## config.mk

```make
export PLATFORM = sky130hd
export DESIGN_NAME = dp_mem_arbiter
export DESIGN_NICKNAME = d
export VERILOG_FILES = /design/src/rtl/dp_mem_arb_pkg.sv /design/src/rtl/dp_mem_arbiter_arb2_rr.sv /design/src/rtl/dp_mem_arbiter.sv
export SDC_FILE = /design/constraint.sdc
export NUM_CORES = 1
export LEC_CHECK = 0
export CORE_MARGIN = 1
export CORE_UTILIZATION = 22
export DETAILED_ROUTE_END_ITERATION = 8
export PLACE_DENSITY = 0.92
export SLEW_MARGIN = 20
export SYNTH_ARGS = -nofsm -noshare
export SYNTH_HDL_FRONTEND = slang
export SYNTH_SLANG_ARGS = --single-unit
```

## constraint.sdc

```tcl
create_clock -name clk -period 5.8 [get_ports clk]
set_clock_uncertainty 0.2 [all_clocks]
set_input_delay 0.87 -clock clk [delete_from_list [all_inputs] [get_ports clk]]
set_output_delay 0.87 -clock clk [all_outputs]
set_load 0.005 [all_outputs]
```

## src/rtl/dp_mem_arb_pkg.sv

```systemverilog
// Shared defaults and requester-ID encoding for the dual-port memory arbiter.
// Round-robin arbitration is enabled by defining DP_MEM_ARB_RR_EN; otherwise A has fixed priority.
package dp_mem_arb_pkg;

    localparam int DW_DEFAULT = 16;
    localparam int AW_DEFAULT = 10;

    localparam logic REQ_A = 1'b0;
    localparam logic REQ_B = 1'b1;

endpackage

```

## src/rtl/dp_mem_arbiter_arb2_rr.sv

```systemverilog
// Two-way arbiter for one memory port (module arb2_rr), used once for writes and once for reads.
// With DP_MEM_ARB_RR_EN a 1-bit last-winner pointer gives round-robin; without it A always wins.
module arb2_rr
    import dp_mem_arb_pkg::*;
(
`ifdef DP_MEM_ARB_RR_EN
    input  logic clk,
    input  logic reset,
`endif
    input  logic req_a,
    input  logic req_b,
    input  logic en,
    output logic gnt_a,
    output logic gnt_b,
    output logic cand_b
);

`ifdef DP_MEM_ARB_RR_EN
    logic last_win;

    // Reset points at B so A takes the first contention.
    always_ff @(posedge clk) begin
        if (!reset) begin
            last_win <= REQ_B;
        end else if (gnt_a || gnt_b) begin
            last_win <= gnt_b ? REQ_B : REQ_A;
        end
    end

    always_comb begin
        if (req_a && req_b) begin
            cand_b = (last_win == REQ_A);
        end else begin
            cand_b = req_b;
        end
    end
`else
    assign cand_b = req_b && !req_a;
`endif

    // The candidate is independent of en, so a withheld grant cannot loop back into selection.
    assign gnt_a = en && req_a && !cand_b;
    assign gnt_b = en && req_b && cand_b;

endmodule

```

## src/rtl/dp_mem_arbiter.sv

```systemverilog
// Arbitrates two requesters onto a simple dual-port memory with a 1-cycle registered read.
// Define DP_MEM_ARB_RR_EN for round-robin arbitration; default build uses fixed priority to A.
module dp_mem_arbiter
    import dp_mem_arb_pkg::*;
#(
    parameter int DW = DW_DEFAULT,
    parameter int AW = AW_DEFAULT
) (
    input  logic          clk,
    input  logic          reset,
    input  logic          wreq_a,
    input  logic          wreq_b,
    input  logic [AW-1:0] wadr_a,
    input  logic [AW-1:0] wadr_b,
    input  logic [DW-1:0] wdata_a,
    input  logic [DW-1:0] wdata_b,
    output logic          wgnt_a,
    output logic          wgnt_b,
    input  logic          rreq_a,
    input  logic          rreq_b,
    input  logic [AW-1:0] radr_a,
    input  logic [AW-1:0] radr_b,
    output logic          rgnt_a,
    output logic          rgnt_b,
    output logic          rvalid_a,
    output logic          rvalid_b,
    output logic [DW-1:0] rdata,
    output logic          mem_wr_en,
    output logic [AW-1:0] mem_wr_adr,
    output logic [DW-1:0] mem_data_in,
    output logic [AW-1:0] mem_rd_adr,
    input  logic [DW-1:0] mem_data_out
);

    logic          wr_cand_b;
    logic          rd_cand_b;
    logic [AW-1:0] rd_cand_adr;
    logic          rd_hazard;
    logic          rd_en;
    logic          rvalid_a_q;
    logic          rvalid_b_q;

    arb2_rr u_wr_arb (
`ifdef DP_MEM_ARB_RR_EN
        .clk    (clk),
        .reset  (reset),
`endif
        .req_a  (wreq_a),
        .req_b  (wreq_b),
        .en     (reset),
        .gnt_a  (wgnt_a),
        .gnt_b  (wgnt_b),
        .cand_b (wr_cand_b)
    );

    assign mem_wr_en   = wgnt_a || wgnt_b;
    assign mem_wr_adr  = wr_cand_b ? wadr_b  : wadr_a;
    assign mem_data_in = wr_cand_b ? wdata_b : wdata_a;

    // Memory reads old data on a same-address collision, so hold the read back one cycle.
    assign rd_cand_adr = rd_cand_b ? radr_b : radr_a;
    assign rd_hazard   = mem_wr_en && (rd_cand_adr == mem_wr_adr);
    assign rd_en       = reset && !rd_hazard;

    arb2_rr u_rd_arb (
`ifdef DP_MEM_ARB_RR_EN
        .clk    (clk),
        .reset  (reset),
`endif
        .req_a  (rreq_a),
        .req_b  (rreq_b),
        .en     (rd_en),
        .gnt_a  (rgnt_a),
        .gnt_b  (rgnt_b),
        .cand_b (rd_cand_b)
    );

    assign mem_rd_adr = rd_cand_adr;

    always_ff @(posedge clk) begin
        if (!reset) begin
            rvalid_a_q <= 1'b0;
            rvalid_b_q <= 1'b0;
        end else begin
            rvalid_a_q <= rgnt_a;
            rvalid_b_q <= rgnt_b;
        end
    end

    // Gating with reset drops a response whose grant landed just before reset asserted.
    assign rvalid_a = reset && rvalid_a_q;
    assign rvalid_b = reset && rvalid_b_q;
    assign rdata    = (rvalid_a || rvalid_b) ? mem_data_out : '0;

endmodule

```

==> results.ini <==
[cts]
cts_buffer_depth = 2
cts_buf_count = 3
ctsHoldBuffers = 0
path_clk_slew_ns = 0.03
ctsResizeCount = 0
htree_num_levels = 1
cts_setup_buffers = 0
clock_root_buffer = sky130_fd_sc_hd__clkbuf_8
cts_num_sinks = 2
cts_tree = done

[synthesis]
postSynthNetCount = 180
synth.largest_area_cell = sky130_fd_sc_hd__mux2_2
avgSynthCellArea_um2 = 9.486
yosysTopAreaCellShare_pct = 42.79
post_synth_inst_count = 86
yosys.cell_types.count = 17
synthTopCellsByArea = sky130_fd_sc_hd__mux2_2, sky130_fd_sc_hd__nor2b_1, sky130_fd_sc_hd__mux2_4, sky130_fd_sc_hd__xor2_1, sky130_fd_sc_hd__dfxtp_1
synth-seq-cells = 2
synth-seq-area-share_pct = 4.908
ys_warnings = 0
netlist_area_um2 = 815.8

[die]
num_io_pins = 153
floorplan.die.width_um = 62.90
design.core.area_um2 = 3442
initial_core_util_pct = 23.70
row_count = 21
die_area_um2 = 3956
floorplan.die.height_um = 62.90

[finish]
final_net_count = 334
ff_latch_area_um2 = 40.04
final.fill_count = 271
multiInputGateArea_um2 = 735.7
area_growth_pct = 195.6
layoutNonFillerInstCount = 284
fraction_of_layout_cells_with_a_size_suffix_above_1_pct = 18.49
postLayoutCellArea_um2 = 2411
antenna_cells = 0

[detailed_routing]
antenna_violating_nets_post_route = 0
drc_errors = 0
drt-total-wl_mm = 3.959
drt_iter0_markers = 30
route.layer.met1.wl_mm = 1.313
wire_per_inst_um = 13.94
dr_wl_met3_um = 352
vias_per_cell = 4.430
met2WireLength_mm = 2.224
top_layer_used = met4
dr.pass1.iters = 4
via_count = 1258

[status]
outcome = completed

[place]
dpl_cells = 281
placement.cell_area_um2 = 2370
dp_hpwl_mm = 3.484
place.gp.congestion = 0.7446
placement_setup_slack_ns = 1.077
portBuffers = 152

[critical_path]
timing_worst_setup_path_type = input port to output pin
critical_path.max_stage_delay_ns = 0.74
path_cells = clkdlybuf4s50_1 -> nor2b_1 -> mux2_2 -> xor2_1 -> nor4_4 -> a31oi_1 -> clkdlybuf4s50_1
family_with_the_most_delay_on_the_worst_path = simple AND/OR/NAND/NOR gates
cp.buffers_inverters = 2
critPathMaxFanout = 11
timing.critical_path.from_type = input port
sort_of_element_at_the_end_of_the_critical_path = output pin
required_ns = 4.73
critPathMostFrequentCell = sky130_fd_sc_hd__clkdlybuf4s50_1
critical_path_arrival_ns = 3.61
cp_slowest_cell = sky130_fd_sc_hd__nor2b_1
worstSetupStartpoint = rreq_b

[sta]
rsz0062_at_grt = false
finalSetupViolCount = 0
post-route-worst-setup-slack_ns = 1.123
max_freq_mhz = 213.8
worst_slew_pin_slew_ns = 0.9378
final.hold.worst_slack_ns = 1.079
report.final.hold_viol_count = 0
relSlewSlack_pct = 37.35
layout_min_cycle_time_ns = 4.677
fin_crit_sh_pct = 80.63
report.final.slew_viol_count = 0
accumulated_negative_setup_slack_ns = 0

[power_and_ir_drop]
sequentialPowerShare_pct = 6.0
ir_drop_mv = 0.05981
power_density_nw_per_um2 = 101.6
switching_share_pct = 24.26
clkPwrFrac_pct = 22.0
intPower_uw = 185.6
netSwitchingPower_uw = 59.44
combinational_share_of_power_pct = 72.0
leakage_nw = 0.8912

[min_path]
startpoint_of_the_worst_hold_path = rreq_a
worstHoldPathCells = 3
worst_hold_path_type = input port to flip-flop
timing.hold.worst_endpoint = rvalid_a_q

[global_route]
total_track_usage_pct = 19.86
grt_overflow_total = 0
grt_antenna_before_repair = 0
maximum_number_of_pins_on_one_net_before_global_route_repair = 17
grt_first_pass_wirelength_mm = 6.182
grt_pass1_vias = 1381

[flow_run]
max_cap_violations = 0

[state kept, by name, indices dropped and copies added (netlist names)]
signal / cells
rvalid_a_q: 1
rvalid_b_q: 1
[cell families (layout without fill, tap and decap cells)]
| kind of cell | Yosys count | after routing | synth area share, % |
|---|---|---|---|
| multiplexers | 36 | 36 | 51.99 |
| AND/OR/NAND/NOR | 28 | 28 | 23.16 |
| XOR/XNOR | 10 | 10 | 10.74 |
| AO/OA/AOI/OAI | 5 | 5 | 3.988 |
| buffers and inverters | 5 | 157 | 5.213 |
| flip-flops | 2 | 2 | 4.908 |
[layer usage]
layer / up-vias / global-route usage, %
li1: 610 / -
met1: 558 / 17.39
met2: 82 / 41.13
met3: 8 / 5.657
met4: 0 / 7.267
met5: - / 0
[area by class of cell]
cell class                 instances  share of cell area (%)
timing repair buffer             154                   63.73
multi-input combinational         79                   30.51
tap                               46                   2.387
clock buffer                       3                   1.713
sequential                         2                   1.661
[power by group through the flow]
stage          Combinational [mW]  Sequential [mW]  Clock (mW)
2_1_floorplan              0.0591           0.0148           0
3_3_place_gp                0.175           0.0148           0
3_5_place_dp                0.177           0.0148           0
4_1_cts                     0.178           0.0146      0.0554
5_1_grt                     0.189           0.0147      0.0572
6_report                    0.176           0.0146      0.0539
[worst max-delay path by stage]
stage | endpoint | slack [ns] | cells after the start
2_1_floorplan | rgnt_a | 2.58 | 6
3_3_place_gp | rgnt_a | 1.12 | 7
3_5_place_dp | rgnt_a | 1.08 | 7
4_1_cts | rgnt_a | 1.08 | 7
5_1_grt | rgnt_a | 0.91 | 7
6_report | rgnt_a | 1.12 | 7
[layout by cell type (no fill, tap or decap)]
master,n
sky130_fd_sc_hd__nor2b_1,17
sky130_fd_sc_hd__clkdlybuf4s50_1,152
sky130_fd_sc_hd__nor2b_2,1
sky130_fd_sc_hd__o21a_1,1
sky130_fd_sc_hd__xor2_1,7
sky130_fd_sc_hd__nand2_1,2
sky130_fd_sc_hd__mux2_4,5
sky130_fd_sc_hd__nor4_4,1
sky130_fd_sc_hd__and4_1,1
sky130_fd_sc_hd__nor2_1,1
sky130_fd_sc_hd__nor3_2,1
sky130_fd_sc_hd__and2_1,4
sky130_fd_sc_hd__a31oi_1,4
sky130_fd_sc_hd__clkbuf_8,3
sky130_fd_sc_hd__xnor2_1,3
sky130_fd_sc_hd__dfxtp_1,2
sky130_fd_sc_hd__mux2_2,31
sky130_fd_sc_hd__buf_4,2
[synth_stat cells (all sizes together)]
library cell  number
nor2b             18
xor2               7
nand2              2
a31oi              4
clkbuf             1
nor2               1
nor3               1
mux2              36
and4               1
o21a               1
xnor2              3
and2               4
nor4               1
buf                4
dfxtp              2
[metrics by stage]
step,util [%],power (mW)
after CTS,70.05,0.2485
final,70.05,0.2450
after global placement,68.85,0.1899
after floorplan,-,0.07385
after global routing,70.05,0.2605
after detailed placement,68.85,0.1919
(Power assumes the default switching activity.)
